[src/rtl/alu_writeback_stage.sv]
// alu_writeback_stage
// Captures ALU result words into a 2-entry FIFO toward the register-file
// writeback port and maintains the architectural status register whose
// carry bit is fed back to the ALU carry input.
// Optional feature macro: ALU_STICKY_FLAGS_EN -- when defined, divideByZero
// (bit 6) and overflow (bit 4) accumulate until clrSticky; when undefined all
// flag bits are overwritten by each flag-updating push and clrSticky is ignored.
module alu_writeback_stage #(
    parameter int DATA_W = 32,
    parameter int RD_W   = 5
) (
    input  logic              clk,
    input  logic              rst,
    input  logic              inValid,
    output logic              inReady,
    input  logic [DATA_W-1:0] inResult,
    input  logic [6:0]        inFlags,
    input  logic [RD_W-1:0]   inRd,
    input  logic              inUpdFlags,
    output logic              outValid,
    input  logic              outReady,
    output logic [DATA_W-1:0] outResult,
    output logic [RD_W-1:0]   outRd,
    output logic [6:0]        statusFlags,
    output logic              carryFlag,
    input  logic              clrSticky,
    output logic [1:0]        occupancy
);

    // Storage and pointers
    logic [DATA_W-1:0] r_mem_data [2];
    logic [RD_W-1:0]   r_mem_rd   [2];
    logic              r_wr_ptr;
    logic              r_rd_ptr;
    logic [1:0]        r_occ;

    // Registered outputs
    logic              r_out_valid;
    logic [DATA_W-1:0] r_out_result;
    logic [RD_W-1:0]   r_out_rd;
    logic [6:0]        r_status;

    // Next-state wires
    logic              w_push;
    logic              w_pop;
    logic [1:0]        w_occ_next;
    logic              w_wr_ptr_next;
    logic              w_rd_ptr_next;
    logic [DATA_W-1:0] w_mem_data_next [2];
    logic [RD_W-1:0]   w_mem_rd_next   [2];
    logic [6:0]        w_status_next;

    // Handshakes: inReady depends only on rst and registered occupancy
    assign inReady = !rst && (r_occ != 2'd2);
    assign w_push  = inValid && inReady;
    assign w_pop   = r_out_valid && outReady;

    assign outValid    = r_out_valid;
    assign outResult   = r_out_result;
    assign outRd       = r_out_rd;
    assign statusFlags = r_status;
    assign carryFlag   = r_status[5];
    assign occupancy   = r_occ;

    // Occupancy and pointer next-state
    always_comb begin
        w_occ_next    = r_occ;
        w_wr_ptr_next = r_wr_ptr;
        w_rd_ptr_next = r_rd_ptr;
        case ({w_push, w_pop})
            2'b10:   w_occ_next = r_occ + 2'd1;
            2'b01:   w_occ_next = r_occ - 2'd1;
            default: w_occ_next = r_occ;
        endcase
        if (w_push) begin
            w_wr_ptr_next = ~r_wr_ptr;
        end else begin
            w_wr_ptr_next = r_wr_ptr;
        end
        if (w_pop) begin
            w_rd_ptr_next = ~r_rd_ptr;
        end else begin
            w_rd_ptr_next = r_rd_ptr;
        end
    end

    // Storage next-state: write the pushed entry at the write pointer
    always_comb begin
        w_mem_data_next[0] = r_mem_data[0];
        w_mem_data_next[1] = r_mem_data[1];
        w_mem_rd_next[0]   = r_mem_rd[0];
        w_mem_rd_next[1]   = r_mem_rd[1];
        if (w_push) begin
            w_mem_data_next[r_wr_ptr] = inResult;
            w_mem_rd_next[r_wr_ptr]   = inRd;
        end else begin
            w_mem_data_next[r_wr_ptr] = r_mem_data[r_wr_ptr];
            w_mem_rd_next[r_wr_ptr]   = r_mem_rd[r_wr_ptr];
        end
    end

`ifdef ALU_STICKY_FLAGS_EN
    logic [6:0] w_sticky_base;

    // Status next-state: bits 6 and 4 accumulate, set wins over same-cycle clear
    always_comb begin
        w_sticky_base = r_status;
        if (clrSticky) begin
            w_sticky_base[6] = 1'b0;
            w_sticky_base[4] = 1'b0;
        end else begin
            w_sticky_base = r_status;
        end
        if (w_push && inUpdFlags) begin
            w_status_next    = inFlags;
            w_status_next[6] = w_sticky_base[6] | inFlags[6];
            w_status_next[4] = w_sticky_base[4] | inFlags[4];
        end else begin
            w_status_next = w_sticky_base;
        end
    end
`else
    logic w_unused_clr_sticky;
    assign w_unused_clr_sticky = clrSticky;

    // Status next-state: all bits overwritten on a flag-updating push
    always_comb begin
        if (w_push && inUpdFlags) begin
            w_status_next = inFlags;
        end else begin
            w_status_next = r_status;
        end
    end
`endif

    // State and output registers; the head is registered from next-state so
    // a pushed entry reaches the outputs one cycle later, never combinationally
    always_ff @(posedge clk) begin
        if (rst) begin
            r_mem_data[0] <= {DATA_W{1'b0}};
            r_mem_data[1] <= {DATA_W{1'b0}};
            r_mem_rd[0]   <= {RD_W{1'b0}};
            r_mem_rd[1]   <= {RD_W{1'b0}};
            r_wr_ptr      <= 1'b0;
            r_rd_ptr      <= 1'b0;
            r_occ         <= 2'd0;
            r_out_valid   <= 1'b0;
            r_out_result  <= {DATA_W{1'b0}};
            r_out_rd      <= {RD_W{1'b0}};
            r_status      <= 7'b0;
        end else begin
            r_mem_data[0] <= w_mem_data_next[0];
            r_mem_data[1] <= w_mem_data_next[1];
            r_mem_rd[0]   <= w_mem_rd_next[0];
            r_mem_rd[1]   <= w_mem_rd_next[1];
            r_wr_ptr      <= w_wr_ptr_next;
            r_rd_ptr      <= w_rd_ptr_next;
            r_occ         <= w_occ_next;
            r_out_valid   <= (w_occ_next != 2'd0);
            r_out_result  <= w_mem_data_next[w_rd_ptr_next];
            r_out_rd      <= w_mem_rd_next[w_rd_ptr_next];
            r_status      <= w_status_next;
        end
    end

endmodule
[config.mk]
export PLATFORM = sky130hd
export DESIGN_NAME = alu_writeback_stage
export DESIGN_NICKNAME = d
export VERILOG_FILES = /design/src/rtl/alu_writeback_stage.sv
export SDC_FILE = /design/constraint.sdc
export NUM_CORES = 1
export LEC_CHECK = 0
export ABC_AREA = 1
export CELL_PAD_IN_SITES_DETAIL_PLACEMENT = 0
export CELL_PAD_IN_SITES_GLOBAL_PLACEMENT = 1
export CORE_ASPECT_RATIO = 1.2
export CORE_UTILIZATION = 42
export CTS_BUF_LIST = sky130_fd_sc_hd__clkbuf_4 sky130_fd_sc_hd__clkbuf_8
export DETAILED_ROUTE_END_ITERATION = 12
export PLACE_DENSITY_LB_ADDON = 0.1
export SLEW_MARGIN = 10
export SYNTH_ARGS = -nofsm -noshare
export SYNTH_HDL_FRONTEND = slang
export SYNTH_SLANG_ARGS = --single-unit
[constraint.sdc]
create_clock -name clk -period 3.7 [get_ports clk]
set_clock_uncertainty 0.1 [all_clocks]
set_input_delay 0.37 -clock clk [delete_from_list [all_inputs] [get_ports clk]]
set_output_delay 0.37 -clock clk [all_outputs]
set_load 0.005 [all_outputs]
== Yosys cells after proc, flatten, opt, wreduce, memory -nomap -nowiden ==
Memory sizes are Yosys's and may differ from the RTL's. A register that Yosys moved wholly into a read port is not among the register bits.
Cells that the tools add are included.

* Eq/ne operators: 3
* Muxes and demuxes: 29
* Bitwise operators: 8
* $lt $le $gt $ge: 3
* Add/subtract/negate cells: 2
* Reduce and logical (&&, ||, !) cells: 7

{| class="wikitable"
|+ Operators with widths
! kind !! number
|-
| $mux W32 || 6
|-
| $bwmux W64 || 2
|-
| $mux W64 || 1
|-
| $demux W32 S1 || 1
|-
| $mux W5 || 6
|-
| $bwmux W10 || 2
|-
| $mux W10 || 1
|-
| $mux W1 || 8
|-
| $demux W5 S1 || 1
|-
| $logic_and A1 B1 Y1 || 5
|-
| $ge A2 B2 Y1 const B || 2
|-
| $not A1 Y2 || 2
|-
| $or A1 B1 Y1 || 4
|-
| $pmux W2 S2 || 1
|-
| $add A2 B1 Y2 const B || 1
|-
| $eq A2 B1 Y1 const B || 1
|-
| $eq A2 B2 Y1 const B || 1
|-
| $lt A2 B1 Y1 const B || 1
|-
| $ne A2 B2 Y1 const B || 1
|-
| $not A1 Y1 || 2
|-
| $reduce_bool A2 Y1 || 1
|-
| $sub A2 B1 Y2 const B || 1
|-
| $logic_not A1 Y1 || 1
|}

* Register bits: 49
* Memories: 2
* Memory bits (writable): 74
* Word-level logic and storage cells: 61

{| class="wikitable"
|+ Memory list
! memory !! words !! width !! read ports !! clocked after Yosys merged registers in !! write ports !! line !! text
|-
| r_mem_data || 2 || 32 || 3 || 1 || 2 || 31 || <nowiki>logic [DATA_W-1:0] r_mem_data [2];</nowiki>
|-
| r_mem_rd || 2 || 5 || 3 || 1 || 2 || 32 || <nowiki>logic [RD_W-1:0] r_mem_rd [2];</nowiki>
|}

== Depth between registers and ports, before layout ==
* Word-level depth: 10
* Gate-level depth with buffers: 12

== Worst setup path after synthesis ==
OpenSTA, ideal clock, no wires.

* Path kind: reg-to-reg
* Start: register r_occ[0] (netlist: occupancy[0])
* End: register r_out_valid (netlist: outValid)
* Arrival time: 1,612 ps
* Period minus slack after synthesis: 1,835 ps
* Stages on the path, launching flop included: 13
* Setup slack: 1,865 ps
* Required time: 3,478 ps
* Cell sequence: dfxtp_1 > inv_1 > nand2_1 > nand3_2 > buf_2 > buf_4 > ha_1 > inv_1 > nand2_1 > nor2_1 > nand2_1 > nand2_1 > o21ai_0

* Word-level cells in the longest chain between the ends: 6
* Elaborated cells on any way between the ends: 9
* Those cells by class: add/sub (2); eq/ne (3); mux (1); reduce/logical (3)

{| class="wikitable"
|+ Ends and longest elaborated chain
! element !! line !! text
|-
| start: declaration || 35 || <nowiki>logic [1:0] r_occ;</nowiki>
|-
| start signal: assignment || 158 || <nowiki>r_occ <= w_occ_next;</nowiki>
|-
| $ne A2 B2 Y1 || 54 || <nowiki>assign inReady = !rst && (r_occ != 2'd2);</nowiki>
|-
| $logic_and A1 B1 Y1 || 54 ||
|-
| $logic_and A1 B1 Y1 || 55 || <nowiki>assign w_push = inValid && inReady;</nowiki>
|-
| $eq A2 B1 Y1 or $eq A2 B2 Y1 (tied branches) || 70 || <nowiki>case ({w_push, w_pop})</nowiki>
|-
| $pmux W2 S2 * || 70 ||
|-
| $reduce_bool A2 Y1 * || 159 || <nowiki>r_out_valid <= (w_occ_next != 2'd0);</nowiki>
|-
| end signal: assignment || 159 ||
|-
| end: declaration || 38 || <nowiki>logic r_out_valid;</nowiki>
|}

Mark *: on every way between the ends. The rest lies on a longest branch, timed or not.
A chain may end at the register's enable or synchronous reset.

== Worst setup path after layout ==
* Start: register r_occ[0] (netlist: occupancy[0])
* End: register r_out_result[3] (netlist: outResult[3])

* Word-level cells in the longest chain between the ends: 7

{| class="wikitable"
|+ Ends and longest elaborated chain
! element !! line !! text
|-
| $ne A2 B2 Y1 || 54 ||
|-
| $logic_and A1 B1 Y1 || 54 ||
|-
| $logic_and A1 B1 Y1 || 55 ||
|-
| $mux W64 || 93 || <nowiki>if (w_push) begin</nowiki>
|-
| $mux W32 (not written as such) (3 in series) || 160 || <nowiki>r_out_result <= w_mem_data_next[w_rd_ptr_next];</nowiki>
|-
| end signal: assignment || 148 || <nowiki>r_out_result <= {DATA_W{1'b0}};</nowiki>
|-
| end signal: assignment || 160 ||
|-
| end: declaration || 39 || <nowiki>logic [DATA_W-1:0] r_out_result;</nowiki>
|}

Every way passes these cells. The select of a mux whose other input is x is not followed.

==> impl_results.md <==
* Rows at 49
* Routed vias at 6664
* Hold crit path type: input pin to flop
* Int Power at 2.57 mW
* Top cells by area, synth: dfxtp_1 (38%), nand2_1 (24%), nand3_1 (11%), inv_1 (6.6%), a21oi_1 (5.6%)
* Skew-Pair Late Insertion Delay at 0.45 ns
* Initial Util at 43.6%
* Antenna violations before repair at 0
* CP endpoint kind: flop
* Slew margin rel. at 24.3%
* CP max-delay cell: nand2_2
* PostCTS Resize Cnt at 0
* GRT met2 Usage at 36.8%
* Detailed placement HPWL at 9410 µm
* GP Congestion at 0.720
* Die W at 116 µm
* Total setup buffers inserted after CTS at 0
* Longest Clk Path Bufs at 2
* Fin nets at 1205
* Sequential cell fraction of total power at 42.0%
* Gr usage total at 22.1%
* CTS root buffer: clkbuf_8
* Cells after Synth at 1099
* Critical path peak fanout at 38
* DRT iter0 DRCs at 387
* Gate power share at 29.4%
* CTS tree: done
* CP most frequent cell: nand2_1
* Remaining Overflow, GRT at 0
* Area Growth Syn to Fin at 20.3%
* Critical path class: flop to flop
* Area fraction of the dominant cell type after synthesis at 37.6%
* Busiest grt layer: met2
* CTS clk-pin slew, worst paths at 0.07 ns
* First-pass GRT wire length at 28000 µm
* FILL cells at 1633
* Final ANT Viol Nets at 0
* Max cap viols at 0
* Post-synth top area cell: dfxtp_1
* Syn_nets at 1150
* Met3 GRT Util at 4.97%
* Clock power share at 28.6%
* Worst IR Drop VDD at 0.258 mV
* Final setup TNS at 0 ns
* CTS Sinks at 124
* Drt first pass iters at 5
* Area of the mapped netlist at 6600 µm²
* IO Pins at 99
* Post-synthesis average cell area at 6.00 µm²
* Synthesis Warnings at 0
* Post-route minimum period at 2.44 ns
* Seq/Total Area, Yosys at 37.6%
* Worst EP arrival at 2.68 ns
* Cts bufs inserted at 17
* Drt total wl at 16900 µm
* CP peak stage delay at 0.87 ns
* DRC at 0
* Setup Viol. Count Final at 0
* Fraction of layout cells with a size suffix above 1 at 4.46%
* Switching part of the total at 32.5%
* Total power at 3.80 mW
* Diodes inserted at 0
* RSZ-0062 raised after global routing: no
* Vias per cell at 4.86
* Unique cell type count in the Yosys netlist at 21
* Final period util at 66.0%
* Yosys reg bits at 124
* Status: finished clean
* Max-slew violations at 0
* Final hold violations at 0
* Largest net degree at the start of global routing at 113
* Die Y-Extent at 139 µm
* Tightest Pin Transition at 1.14 ns
* Psw at 1.23 mW
* PortBufs at 97
* Post-CTS Hold Fix Bufs at 0
* Critical Path Source Type: flop
* Crit-path cells: inv_1, nand2_1, nand3_4, nand2_2, nand2_1, nand3_1, nand2_1
* Met1 Track Usage GR at 27.8%
* Number of global-route vias before repair at 5934
* H-tree depth at 4
* Die area at 16200 µm²
* Drt wl/cell at 12.3 µm
* Max Clock Freq at 410 MHz
* Pwr/cell area at 479 nW/µm²
* Leakage at 4.00 nW
* Critical path required time at 3.94 ns
* Placeable Area at 15100 µm²
## routing by layer
| metal | wire length, µm | up-vias |
|---|---|---|
| met5 | 0 | - |
| met4 | 235 | 0 |
| met3 | 770 | 19 |
| met2 | 8020 | 154 |
| met1 | 7880 | 2959 |
| li1 | - | 3532 |
## synthesized netlist by cell type
master    count
a21oi_1      74
inv_1       116
nand2_1     420
nor2_2        2
and2_1        1
nand3_1     149
buf_4        11
ha_1          1
a31oi_1       2
o21a_1        1
nand3_2       1
buf_1         2
xnor2_1       1
buf_2        30
nor2_1       91
clkbuf_1     25
dfxtp_1     124
buf_6         1
inv_2         3
o21ai_0      25
o21ai_1      19
## through the flow
stage	hold WS (ns)	util [%]	instance area [µm²]	std cells	setup WS (ns)
2_1_floorplan	0.402	-	6600	1099	1.87
3_3_place_gp	0.379	50.1	7590	1339	0.770
3_5_place_dp	0.381	50.1	7590	1339	0.763
4_1_cts	0.320	52.4	7940	1370	1.20
5_1_grt	0.338	52.4	7940	1370	1.02
6_report	0.341	52.4	7940	1370	1.26
## layout by cell type, fill, tap and decap left out, drive strengths merged
master and n:
nand2 420, nand3 150, dfxtp 124, inv 118
clkdlybuf4s50 95, nor2 93, a21oi 74, o21ai 44
clkbuf 29, buf 10, clkinv 3, a31oi 2
xnor2 1, and2 1, o21a 1, ha 1
## final cells by class
type	instances	area, µm²	area share, %
multi-input cells	787	3350	42.2
flip-flops and latches	124	2490	31.3
repair buffers	105	1050	13.2
inverters	119	448	5.64
clock buffers	29	343	4.32
well taps	204	255	3.21
clock inverters	2	10.0	0.126
## power groups by stage
stage	Combinational [mW]	Clock, mW	Sequential [mW]
floorplan	0.714	0	1.63
global placement	1.13	0	1.63
detailed placement	1.13	0	1.63
CTS	1.13	1.13	1.60
global route	1.27	1.19	1.62
finish	1.12	1.09	1.60
## registers in the layout (all words and copies together), names as in the netlist, named ones only
| signal | count |
|---|---|
| occupancy | 2 |
| outRd | 5 |
| outResult | 32 |
| outValid | 1 |
| r_mem_data | 64 |
| r_mem_rd | 10 |
| r_rd_ptr | 1 |
| r_wr_ptr | 1 |
| statusFlags | 7 |
## cell families (layout without fill, tap and decap cells)
kind of cell    Yosys count  after routing  synth area share (%)
flops                   124            124                  37.6
compound gates          121            121                  9.25
fa+ha+maj                 1              1                 0.190
simple gates            664            664                  40.8
xor+xnor                  1              1                 0.133
buf+inv                 188            255                  12.0
## critical path: cells and delay by family, from the launching register on
family	cells	cell delay, ns
flops	1	0.40
buf+inv	1	0.12
simple gates	6	1.69
## path summary, 6_finish.rpt
check | slack (ns) | startpoint | depth (start not counted) | endpoint
max | 1.26 | occupancy[0] | 7 | outResult[3]
min | 0.34 | rst | 2 | r_mem_data[0][1]
max reg2reg | 1.26 | occupancy[0] | 7 | outResult[3]
min reg2reg | 0.39 | r_wr_ptr | 1 | flop
(Power assumes the default switching activity.)
